`src/rtl/q_calc_pkg.sv`:
```
// Shared types for the Q_calculator operand loader: FSM states, slot index, default width.
package q_calc_pkg;
  localparam int Q_DEFAULT_WIDTH = 16;

  typedef enum logic [1:0] {
    ST_COLLECT = 2'd0,
    ST_ISSUE   = 2'd1,
    ST_WAIT    = 2'd2,
    ST_DROP    = 2'd3
  } q_loader_state_e;

  typedef logic [1:0] q_slot_t;
endpackage

```
`src/rtl/q_loader_timer.sv`:
```
// WAIT-cycle counter: cleared on clr_i, counts while en_i, expired_o on the last allowed cycle.
module q_loader_timer #(
  parameter int CYCLES = 64
) (
  input  logic clk,
  input  logic rst,
  input  logic clr_i,
  input  logic en_i,
  output logic expired_o
);
  logic [15:0] cnt_q, cnt_d;

  always_comb begin
    cnt_d = cnt_q;
    if (clr_i) cnt_d = '0;
    else if (en_i) cnt_d = cnt_q + 16'd1;
  end

  always_ff @(posedge clk or posedge rst) begin
    if (rst) cnt_q <= '0;
    else     cnt_q <= cnt_d;
  end

  // cnt_q == CYCLES-1 means this is the CYCLES-th WAIT cycle
  assign expired_o = en_i && (cnt_q == 16'(CYCLES - 1));
endmodule

```
`src/rtl/q_operand_loader.sv`:
```
// Assembles 4-beat operand frames for Q_calculator, issues one valid_in and blocks until valid_out.
// Optional WAIT timeout under `Q_LOADER_TIMEOUT_EN; ready-low stalls the stream during ISSUE/WAIT.
module q_operand_loader
  import q_calc_pkg::*;
#(
  parameter int WIDTH          = Q_DEFAULT_WIDTH,
  parameter int TIMEOUT_CYCLES = 64
) (
  input  logic                    clk,
  input  logic                    rst,
  input  logic signed [WIDTH-1:0] s_data,
  input  logic                    s_valid,
  input  logic                    s_last,
  output logic                    s_ready,
  output logic signed [WIDTH-1:0] calc_a,
  output logic signed [WIDTH-1:0] calc_b,
  output logic signed [WIDTH-1:0] calc_c,
  output logic signed [WIDTH-1:0] calc_d,
  output logic                    calc_valid_in,
  input  logic                    calc_valid_out,
  output logic                    frame_err,
  output logic                    timeout,
  output logic [15:0]             frame_cnt
);
  q_loader_state_e         state_q, state_d;
  q_slot_t                 idx_q, idx_d;
  logic signed [WIDTH-1:0] a_q, a_d, b_q, b_d, c_q, c_d, d_q, d_d;
  logic                    vin_q, vin_d, ferr_q, ferr_d, tout_q, tout_d;
  logic [15:0]             cnt_q, cnt_d;
  logic                    accept, tmr_expired;

  assign s_ready = !rst && ((state_q == ST_COLLECT) || (state_q == ST_DROP));
  assign accept  = s_valid && s_ready;

`ifdef Q_LOADER_TIMEOUT_EN
  q_loader_timer #(.CYCLES(TIMEOUT_CYCLES)) u_timer (
    .clk      (clk),
    .rst      (rst),
    .clr_i    (state_q == ST_ISSUE),
    .en_i     (state_q == ST_WAIT),
    .expired_o(tmr_expired)
  );
`else
  logic unused_timeout_cfg;
  assign unused_timeout_cfg = ^TIMEOUT_CYCLES;
  assign tmr_expired        = 1'b0;
`endif

  always_ff @(posedge clk or posedge rst) begin
    if (rst) begin
      state_q <= ST_COLLECT;
      idx_q   <= '0;
      a_q     <= '0;
      b_q     <= '0;
      c_q     <= '0;
      d_q     <= '0;
      vin_q   <= 1'b0;
      ferr_q  <= 1'b0;
      tout_q  <= 1'b0;
      cnt_q   <= '0;
    end else begin
      state_q <= state_d;
      idx_q   <= idx_d;
      a_q     <= a_d;
      b_q     <= b_d;
      c_q     <= c_d;
      d_q     <= d_d;
      vin_q   <= vin_d;
      ferr_q  <= ferr_d;
      tout_q  <= tout_d;
      cnt_q   <= cnt_d;
    end
  end

  always_comb begin
    state_d = state_q;
    case (state_q)
      ST_COLLECT: if (accept && idx_q == 2'd3) state_d = s_last ? ST_ISSUE : ST_DROP;
      ST_ISSUE:   state_d = ST_WAIT;
      ST_WAIT:    if (calc_valid_out || tmr_expired) state_d = ST_COLLECT;
      ST_DROP:    if (accept && s_last) state_d = ST_COLLECT;
      default:    state_d = ST_COLLECT;
    endcase
  end

  always_comb begin
    idx_d  = idx_q;
    a_d    = a_q;
    b_d    = b_q;
    c_d    = c_q;
    d_d    = d_q;
    vin_d  = 1'b0;
    ferr_d = 1'b0;
    tout_d = 1'b0;
    cnt_d  = cnt_q;
    case (state_q)
      ST_COLLECT: begin
        if (accept) begin
          if (idx_q != 2'd3) begin
            if (s_last) begin
              ferr_d = 1'b1;
              idx_d  = '0;
            end else begin
              case (idx_q)
                2'd0:    a_d = s_data;
                2'd1:    b_d = s_data;
                default: c_d = s_data;
              endcase
              idx_d = idx_q + 2'd1;
            end
          end else begin
            // Overlong frame stores nothing; DROP swallows the rest
            if (s_last) begin
              d_d   = s_data;
              vin_d = 1'b1;
            end else begin
              ferr_d = 1'b1;
            end
            idx_d = '0;
          end
        end
      end
      ST_ISSUE: cnt_d = cnt_q + 16'd1;
      ST_WAIT:  if (!calc_valid_out && tmr_expired) tout_d = 1'b1;
      default:  ;
    endcase
  end

  assign calc_a        = a_q;
  assign calc_b        = b_q;
  assign calc_c        = c_q;
  assign calc_d        = d_q;
  assign calc_valid_in = vin_q;
  assign frame_err     = ferr_q;
  assign timeout       = tout_q;
  assign frame_cnt     = cnt_q;
endmodule
```
`config.mk`:
```
export PLATFORM = sky130hd
export DESIGN_NAME = q_operand_loader
export DESIGN_NICKNAME = d
export VERILOG_FILES = /design/src/rtl/q_calc_pkg.sv /design/src/rtl/q_loader_timer.sv /design/src/rtl/q_operand_loader.sv
export SDC_FILE = /design/constraint.sdc
export NUM_CORES = 1
export LEC_CHECK = 0
export CAP_MARGIN = 20
export CORE_MARGIN = 2
export CORE_UTILIZATION = 35
export CTS_BUF_LIST = sky130_fd_sc_hd__clkbuf_8
export DETAILED_ROUTE_END_ITERATION = 10
export PLACE_DENSITY = 0.71
export SETUP_SLACK_MARGIN = 0.05
export SYNTH_ARGS = -nofsm -noshare
export SYNTH_HDL_FRONTEND = slang
export SYNTH_SLANG_ARGS = --single-unit
```
`constraint.sdc`:
```
create_clock -name clk -period 6.8 [get_ports clk]
set_clock_uncertainty 0.05 [all_clocks]
set_input_delay 1.02 -clock clk [delete_from_list [all_inputs] [get_ports clk]]
set_output_delay 1.02 -clock clk [all_outputs]
set_load 0.01 [all_outputs]
```
==> reports/qor.yml <==
grt_max_degree: 85
synth_top_cell_area_share: 0.5949
ys.flop_type: "dfrtp_1"
synth_nets: 275
fin_setup_tns_ns: 0
cp_top_family: "buffers and inverters"
drv_slew: 0
hold_class: "reg2reg"
p_per_area_nw_per_um2: 379.2
synth_area_leaders: "dfrtp_1 (59%), mux2_2 (17%), mux2_4 (4.2%)"
cpMostUsedCell: "clkdlybuf4s50_1"
cts-root-buf: "clkbuf_8"
ys_seq_area_frac: 0.5949
fp.dieArea_um2: 11160
setup_viol: 0
critical_path_required_ns: 5.73
port_buffers: 103
yosys_warnings: 0
rsz0062_at_grt: "false"
ir_drop_mv: 0.1553
path_clk_slew_ns: 0.09
numCtsBuffers: 9
firstDrtPassIters: 4
wl_met3_um: 307
slew_headroom: 0.4964
drive_above_1_share: 0.2542
synth.distinct_cells: 32
reg2reg_from: "idx_q[0]"
track_usage: 0.1486
h-tree-depth: 3
critical_path_class: "in2out"
routedWlPerCell_um: 16.15
dpl.hpwl_um: 5420
fin_crit_sh: 0.4907
syn-instance-count: 244
via_per_inst: 4.719
path_buf_inv: 2
crit_path_end_kind: "primary output"
reg2reg_slack_ns: 4.43
final_nets: 384
hold_buffers: 0
worst_path_max_delay_cell: "clkdlybuf4s50_1"
grt_pass1_wl_um: 12580
post-cts-setup-buffers: 0
die_h_um: 105.7
cts_buffer_depth: 2
yosys.area.top_type: "dfrtp_1"
wl_met2_um: 4032
clock_latency_ns: 0.36
worstSetupStartpointType: "input port"
worstPathArrival_ns: 2.27
drc: 0
stdcell_count: 494
holdPathStages: 1
initial_core_util: 0.3552
hold_viol: 0
core_area_um2: 10180
min_period_ns: 3.337
top_layer: "met4"
synth_area_per_cell_um2: 14.82
status: "completed"
path_max_fanout: 5
io-pin-count: 105
vias: 2331
drt_iter0_drc: 77
ys_async_sr_fraction: 1.000
p_leak_nw: 2.335
crit_path_max_incr_delay_ns: 0.56
design_area_um2: 4982
overflow: 0
syn_to_final_growth_pct: 37.74
finalPower_mw: 1.889
hold_end: "frame_cnt[10]"
synth-edff-count: 0
maxCapViolations: 0
core.rowCount: 37
max_freq_ghz: 0.2997
wl_um: 7980
antenna_found_initial: 0
netlist_area_um2: 3617
cts.repair.resized: 0
grt_pass1_vias: 2360
cts.sinks: 86
dp.cells: 477
gp_congestion: 0.7905
path_cells: "clkdlybuf4s50_1 -> nor2_2 -> clkdlybuf4s50_1"
worstHoldStart: "frame_cnt[10]"
wl_met1_um: 3507
rr_endpoint: "calc_b[9]"
reg2reg_depth: 6
num_antenna_cells: 0
synth-seq-cells: 86
ant_nets: 0
dpl_cell_area_um2: 4760
cts_tree: "done"
tightest_slew_ns: 0.7537
die_x_um: 105.7
cell families after synthesis:
| family | Yosys count | share of synthesized area |
|---|---|---|
| multiplexers | 66 | 0.2155 |
| XOR/XNOR | 15 | 0.03632 |
| other | 1 | 0.001037 |
| AND/OR/NAND/NOR | 40 | 0.07402 |
| AO/OA/AOI/OAI | 7 | 0.01245 |
| flip-flops | 86 | 0.5949 |
| adder cells (fa/ha/maj) | 10 | 0.03459 |
| buffers and inverters | 19 | 0.03113 |
registers in the layout, indices dropped and copies added, names as in the netlist:
signal and cells:
calc_a 16, calc_b 16, calc_c 16, calc_valid_in 1, idx_q 2, calc_d 16
frame_err 1, state_q 2, frame_cnt 16
placed cells by master (no fill, tap or decap), drive strengths merged, types with 5 or more instances in the layout:
cell type / count
clkbuf: 9
clkdlybuf4s50: 103
dfrtp: 86
ha: 10
inv: 14
mux2: 65
nand2: 7
nand4: 10
nor4: 5
xnor2: 6
xor2: 9
area by class of cell:
class	instances	area [µm²]
fillers	940	5202
flip-flops and latches	86	2152
multi-input cells	139	1353
repair buffers	105	1066
well taps	136	170.2
clock buffers	9	123.9
clock inverters	7	71.32
inverters	12	46.29
synth_stat cells (all sizes together), types with 2 or more instances:
library cell / count
dfrtp: 86
mux2: 65
inv: 12
ha: 10
nand4: 10
xor2: 9
buf: 7
nand2: 7
xnor2: 6
nor4: 5
nand3: 4
nor2: 4
o21ai: 4
nor3: 3
and2: 2
and4bb: 2
stage by stage:
stage / util / hold WS, ns / worst slack (ns)
floorplan: - / 0.4539 / 3.508
global placement: 0.4673 / 0.4245 / 3.479
detailed placement: 0.4673 / 0.4376 / 3.459
CTS: 0.4865 / 0.4580 / 3.454
global route: 0.4892 / 0.4741 / 3.364
finish: 0.4892 / 0.4511 / 3.463
power breakdown:
group	total [mW]	internal (mW)	switching, mW
Clock	0.361	0.170	0.191
Combinational	0.748	0.466	0.282
Sequential	0.780	0.685	0.0952
layer usage:
layer | vias to the layer above | track usage
li1 | 1077 | -
met5 | - | 0
met2 | 50 | 0.2415
met1 | 1193 | 0.1901
met3 | 11 | 0.02845
met4 | 0 | 0.07331
worst max-delay path by stage:
stage                      to  cells past startpoint  start
detailed placement    s_ready                      3    rst
finish                s_ready                      3    rst
global route          s_ready                      3    rst
floorplan           calc_a[0]                      1    rst
CTS                   s_ready                      3    rst
global placement      s_ready                      3    rst
(Power assumes the default switching activity.)
